===== src/rtl/adc_conv_pkg.sv =====
// rtl/adc_conv_pkg.sv - shared state encoding, default parameters and counter-width helpers for the SAR engine
package adc_conv_pkg;

    typedef enum logic [1:0] {
        IDLE,
        SAMPLE,
        CONVERT,
        DONE
    } conv_state_t;

    localparam int DEF_DATA_W     = 12;
    localparam int DEF_SAMPLE_CYC = 4;
    localparam int DEF_SETTLE_CYC = 1;

    // Bits needed to hold any value 0..max_val; never narrower than one bit.
    function automatic int cnt_w(input int max_val);
        return (max_val < 2) ? 1 : $clog2(max_val + 1);
    endfunction

    localparam int DEF_IDX_W    = cnt_w(DEF_DATA_W - 1);
    localparam int DEF_SMP_W    = cnt_w(DEF_SAMPLE_CYC - 1);
    localparam int DEF_SETTLE_W = cnt_w(DEF_SETTLE_CYC);

endpackage


===== src/rtl/adc_sar_bit_reg.sv =====
// rtl/adc_sar_bit_reg.sv - SAR result register, bit index and registered DAC trial code
module adc_sar_bit_reg
    import adc_conv_pkg::*;
#(
    parameter int DATA_W = DEF_DATA_W
) (
    input  logic              clk_in,
    input  logic              rst_in,
    input  logic              load,
    input  logic              step,
    input  logic              clear,
    input  logic              comp,
    output logic [DATA_W-1:0] code,
    output logic [DATA_W-1:0] kept,
    output logic              last
);

    localparam int IDX_W = cnt_w(DATA_W - 1);
    localparam logic [DATA_W-1:0] ONE = DATA_W'(1);

    logic [DATA_W-1:0] result;
    logic [IDX_W-1:0]  idx;

    // code always equals result | (1 << idx) while converting, so keeping the bit is just taking code
    assign kept = comp ? code : result;
    assign last = (idx == '0);

    always_ff @(posedge clk_in or negedge rst_in) begin
        if (!rst_in) begin
            result <= '0;
            idx    <= '0;
            code   <= '0;
        end else if (clear) begin
            code <= '0;
        end else if (load) begin
            result <= '0;
            idx    <= IDX_W'(DATA_W - 1);
            code   <= ONE << (DATA_W - 1);
        end else if (step) begin
            result <= kept;
            if (last) begin
                code <= '0;
            end else begin
                idx  <= idx - 1'b1;
                code <= kept | (ONE << (idx - 1'b1));
            end
        end
    end

endmodule


===== src/rtl/adc_sar_conv_engine.sv =====
// rtl/adc_sar_conv_engine.sv - successive-approximation conversion engine answering the ADC sequencer
module adc_sar_conv_engine
    import adc_conv_pkg::*;
#(
    parameter int DATA_W     = DEF_DATA_W,
    parameter int SAMPLE_CYC = DEF_SAMPLE_CYC,
    parameter int SETTLE_CYC = DEF_SETTLE_CYC
) (
    input  logic              clk_in,
    input  logic              rst_in,
    input  logic              conv_en_in,
    input  logic              soc_in,
    input  logic              comp_in,
    output logic              sample_out,
    output logic [DATA_W-1:0] dac_code_out,
    output logic              busy_out,
    output logic              eoc_out,
    output logic [DATA_W-1:0] data_out,
    output logic              soc_miss_out
);

    localparam int SMP_W = cnt_w(SAMPLE_CYC - 1);
    localparam int SET_W = cnt_w(SETTLE_CYC);

    conv_state_t       state;
    conv_state_t       state_next;
    logic [SMP_W-1:0]  smp_cnt;
    logic [SET_W-1:0]  set_cnt;
    logic              bit_load;
    logic              bit_step;
    logic              bit_clear;
    logic              bit_last;
    logic [DATA_W-1:0] kept;

    always_comb begin
        state_next = state;
        bit_load   = 1'b0;
        bit_step   = 1'b0;
        bit_clear  = !conv_en_in;
        case (state)
            IDLE: begin
                if (conv_en_in && soc_in) state_next = SAMPLE;
            end
            SAMPLE: begin
                if (!conv_en_in) begin
                    state_next = IDLE;
                end else if (smp_cnt == '0) begin
                    state_next = CONVERT;
                    bit_load   = 1'b1;
                end
            end
            CONVERT: begin
                // abort wins over the final bit, which suppresses that EOC
                if (!conv_en_in) begin
                    state_next = IDLE;
                end else if (set_cnt == '0) begin
                    bit_step = 1'b1;
                    if (bit_last) state_next = DONE;
                end
            end
            DONE:    state_next = IDLE;
            default: state_next = IDLE;
        endcase
    end

    always_ff @(posedge clk_in or negedge rst_in) begin
        if (!rst_in) begin
            state   <= IDLE;
            smp_cnt <= '0;
            set_cnt <= '0;
        end else begin
            state <= state_next;
            if (state == IDLE) begin
                smp_cnt <= SMP_W'(SAMPLE_CYC - 1);
            end else if (state == SAMPLE && smp_cnt != '0) begin
                smp_cnt <= smp_cnt - 1'b1;
            end
            if (state != CONVERT || set_cnt == '0) begin
                set_cnt <= SET_W'(SETTLE_CYC);
            end else begin
                set_cnt <= set_cnt - 1'b1;
            end
        end
    end

    // Outputs are registered from the next state so they line up with the state they describe.
    always_ff @(posedge clk_in or negedge rst_in) begin
        if (!rst_in) begin
            sample_out   <= 1'b0;
            busy_out     <= 1'b0;
            eoc_out      <= 1'b0;
            soc_miss_out <= 1'b0;
            data_out     <= '0;
        end else begin
            sample_out   <= (state_next == SAMPLE);
            busy_out     <= (state_next != IDLE);
            eoc_out      <= (state_next == DONE);
            soc_miss_out <= (state != IDLE) && soc_in && conv_en_in;
            if (state_next == DONE) data_out <= kept;
        end
    end

    adc_sar_bit_reg #(
        .DATA_W(DATA_W)
    ) u_bit_reg (
        .clk_in(clk_in),
        .rst_in(rst_in),
        .load  (bit_load),
        .step  (bit_step),
        .clear (bit_clear),
        .comp  (comp_in),
        .code  (dac_code_out),
        .kept  (kept),
        .last  (bit_last)
    );

endmodule


===== config.mk =====
export PLATFORM = sky130hd
export DESIGN_NAME = adc_sar_conv_engine
export DESIGN_NICKNAME = d
export VERILOG_FILES = /design/src/rtl/adc_conv_pkg.sv /design/src/rtl/adc_sar_bit_reg.sv /design/src/rtl/adc_sar_conv_engine.sv
export SDC_FILE = /design/constraint.sdc
export NUM_CORES = 1
export LEC_CHECK = 0
export CORE_ASPECT_RATIO = 1.4
export CORE_MARGIN = 3
export CORE_UTILIZATION = 35
export CTS_CLUSTER_DIAMETER = 50
export DETAILED_ROUTE_END_ITERATION = 6
export GPL_ROUTABILITY_DRIVEN = 0
export SLEW_MARGIN = 5
export SYNTH_ARGS = -nofsm -noshare
export SYNTH_HDL_FRONTEND = slang
export SYNTH_SLANG_ARGS = --single-unit
export TNS_END_PERCENT = 100

===== constraint.sdc =====
create_clock -name clk_in -period 1.7 [get_ports clk_in]
set_input_delay 0.51 -clock clk_in [delete_from_list [all_inputs] [get_ports clk_in]]
set_output_delay 0.51 -clock clk_in [all_outputs]
set_load 0.02 [all_outputs]

==> metrics.yaml <==
logic_synthesis:
  synth_nets: 217
  synth_most_common_cell: "dfrtp_1"
  syn_area_per_cell_um2: 11.2
  synth_common_cells: "49 x dfrtp_1, 17 x a21oi_1, 17 x nor2_1"
  synth-edff-count: 0
  synthFlopType: "dfrtp_1"
  synth_top_cell_area_share: 0.529
  synth_seq_cells: 49
  yosysUniqueCellTypes: 44
  yosysWarnings: 0
  async_flop_share: 1.00
  seq_area_frac_synth: 0.529
  yosys.area.top_type: "dfrtp_1"
  yosys-top-cells-area: "dfrtp_1 53%, a22o_1 4.5%, mux2i_1 4.3%"
  synth_cells: 206
  synth_area_um2: 2320
global_route:
  grt_max_degree: 50
  antenna_found_initial: 0
  grt_pass1_vias: 1830
  grt_usage: 0.154
  grt-ovfl-total: 0
  grt_pass1_wl_mm: 9.06
detailed_routing:
  drt_pre_antenna_iters: 4
  drcViolationCount: 0
  wl_per_cell_um: 15.9
  wl_mm: 5.45
  via_count: 1810
  drt_iter0_drc: 102
  route.detailed.vias_per_inst: 5.26
  ant_nets: 0
place:
  dp_cells: 328
  place_area_um2: 2900
  dpl.hpwl_mm: 3.78
  port_buffers: 32
cells_and_area:
  antennaDiodeCount: 0
  drive_gt1_frac: 0.250
  nNetsFinal: 282
  stdcell_count: 344
  final_cell_area_um2: 3130
  area_growth_pct: 35.3
power_and_ir_drop:
  power_density_nw_per_um2: 758
  power.clock.fraction: 0.288
  power.share.combinational: 0.201
  internal_power_mw: 1.68
  switching_share: 0.292
  p_sw_mw: 0.693
  leakage_nw: 1.56
  share_seq_of_total_power: 0.512
  vdd.ir_drop.worst_uv: 396
floorplan:
  num_rows: 34
  pin_count: 33
  die_height_um: 102
  die_w_um: 74.8
  core_area_um2: 6300
  die-area_um2: 7640
  start_util: 0.368
outcome:
  status: "finished, final reports clean"
sta:
  post-route-min-period_ns: 1.63
  hold-worst-slack_ns: 0.168
  worstMarginPinSlew_ns: 0.626
  finalSetupViolations: 0
  fin_crit_sh: 0.958
  finalClockSkew_ns: 0.00711
  totalNegativeSetupSlack_ns: 0
  max-slew-margin-rel: 0.583
  finalMaxSlewViolations: 0
  max_freq_ghz: 0.614
  hold_viol: 0
worst_setup_path:
  slowest_delay_ns: 0.45
  path_buf_inv: 2
  crit_arrival_ns: 1.81
  critPathRequiredTime_ns: 1.88
  crit_family: "flip-flops"
  crit_type: "flip-flop to flip-flop"
  critPathSlowestCell: "dfrtp_1"
  r2r-start: "state[0]$_DFF_PN0_"
  cp_max_fo: 11
  cp-endpoint: "u_bit_reg.code[5]$_DFFE_PN0P_"
  reg2reg_slack_ns: 0.07
  endpoint_kind: "flip-flop"
  worst-path-stages: 5
  r2r-end: "u_bit_reg.code[5]$_DFFE_PN0P_"
  critPathLaunchType: "flip-flop"
  ff2ff_path_depth: 5
  startpoint: "state[0]$_DFF_PN0_"
  path_cells: "buf_4, nor3b_2, nor3b_4, buf_12, a221o_1"
run:
  maxCapViolCount: 0
clock_tree:
  path_clk_slew_ns: 0.09
  htreeDepth: 2
  holdBufCountCts: 0
  cts_buffer_depth: 2
  clk_latency_ns: 0.30
  cts.sinks: 49
  cts_buffers: 5
  cts-root-buf: "clkbuf_8"
  cts_tree: "built"
min_path:
  hold_class: "input port to asynchronous set/reset pin"
## cell families after synthesis
logic type,count (synthesis),share of synthesized area
compound gates,61,0.185
simple gates,49,0.119
flops,49,0.529
buf+inv,22,0.0486
mux,18,0.0821
fa+ha+maj,6,0.0324
xor+xnor,1,0.00378
## cell usage in the layout (no fill, tap or decap), types with 2 or more instances in the layout
cell type / instances
dfrtp_1: 49
buf_4: 31
dlygate4sd2_1: 29
nor2_1: 17
a21oi_1: 16
a22o_1: 12
inv_1: 10
mux2i_1: 10
nand2_1: 8
o21ai_0: 6
mux2_2: 6
ha_1: 5
clkbuf_8: 5
a221o_1: 4
a22oi_1: 3
o21ai_1: 3
nor3_1: 3
a2bb2oi_1: 3
o31ai_1: 3
buf_12: 3
and3_1: 2
mux2_1: 2
o21ai_4: 2
nand2b_1: 2
nand3_1: 2
and2_1: 2
o21bai_4: 2
clkinvlp_4: 2
buf_2: 2
buf_6: 2
## repair_timing
item	4_1_cts	5_1_grt
endpoints found under the setup margin	66	39
pin swaps	1	0
hold endpoints to repair	0	0
resized for setup	43	9
cloned	1	1
setup buffers	4	2
## per-stage QoR
stage	total power [mW]	util	worst slack, ns
after CTS	2.38	0.483	-0.0124
after global placement	1.67	0.461	-0.452
final	2.38	0.498	0.0711
after floorplan	1.51	-	0.0119
after global routing	2.50	0.498	-0.0280
after detailed placement	1.68	0.461	-0.461
## worst register-to-register path, cell delays in order (launching register included)
cell     delay [ns]
dfrtp_1        0.45
buf_4          0.17
nor3b_2        0.36
nor3b_4        0.09
buf_12         0.15
a221o_1        0.30
## flip-flops by register name, summed over array words and instances (netlist names), 2 cells and up
signal and cells:
data_out 12, smp_cnt 2, state 2, u_bit_reg.code 12, u_bit_reg.idx 4, u_bit_reg.result 12
## routing by layer
| layer | wire, µm | track usage |
|---|---|---|
| met4 | 95 | 0.0493 |
| met5 | 0 | 0 |
| met3 | 143 | 0.0276 |
| met2 | 2920 | 0.267 |
| met1 | 2290 | 0.190 |
## power by group through the flow
stage | clock (mW) | sequential (mW) | combinational [mW]
global route | 0.740 | 1.22 | 0.534
finish | 0.684 | 1.22 | 0.477
detailed placement | 0 | 1.24 | 0.439
global placement | 0 | 1.24 | 0.437
floorplan | 0 | 1.25 | 0.260
CTS | 0.710 | 1.22 | 0.458
## how the worst min path moves through the flow
stage	to	slack (ns)	startpoint
final	soc_miss_out$_DFF_PN0_	0.17	rst_in
after global routing	soc_miss_out$_DFF_PN0_	0.18	rst_in
after CTS	soc_miss_out$_DFF_PN0_	0.18	rst_in
after detailed placement	smp_cnt[0]$_DFFE_PN0P_	0.47	smp_cnt[0]$_DFFE_PN0P_
after global placement	smp_cnt[0]$_DFFE_PN0P_	0.46	smp_cnt[0]$_DFFE_PN0P_
after floorplan	busy_out$_DFF_PN0_	0.21	rst_in
## final cells by class
| type | count | area, µm² |
|---|---|---|
| inverters | 10 | 37.5 |
| flip-flops and latches | 49 | 1230 |
| multi-input cells | 136 | 1090 |
| clock inverters | 2 | 15.0 |
| repair buffers | 69 | 602 |
| fillers | 585 | 3160 |
| well taps | 72 | 90.1 |
| clock buffers | 6 | 72.6 |
Power figures use the tool's default switching activity.
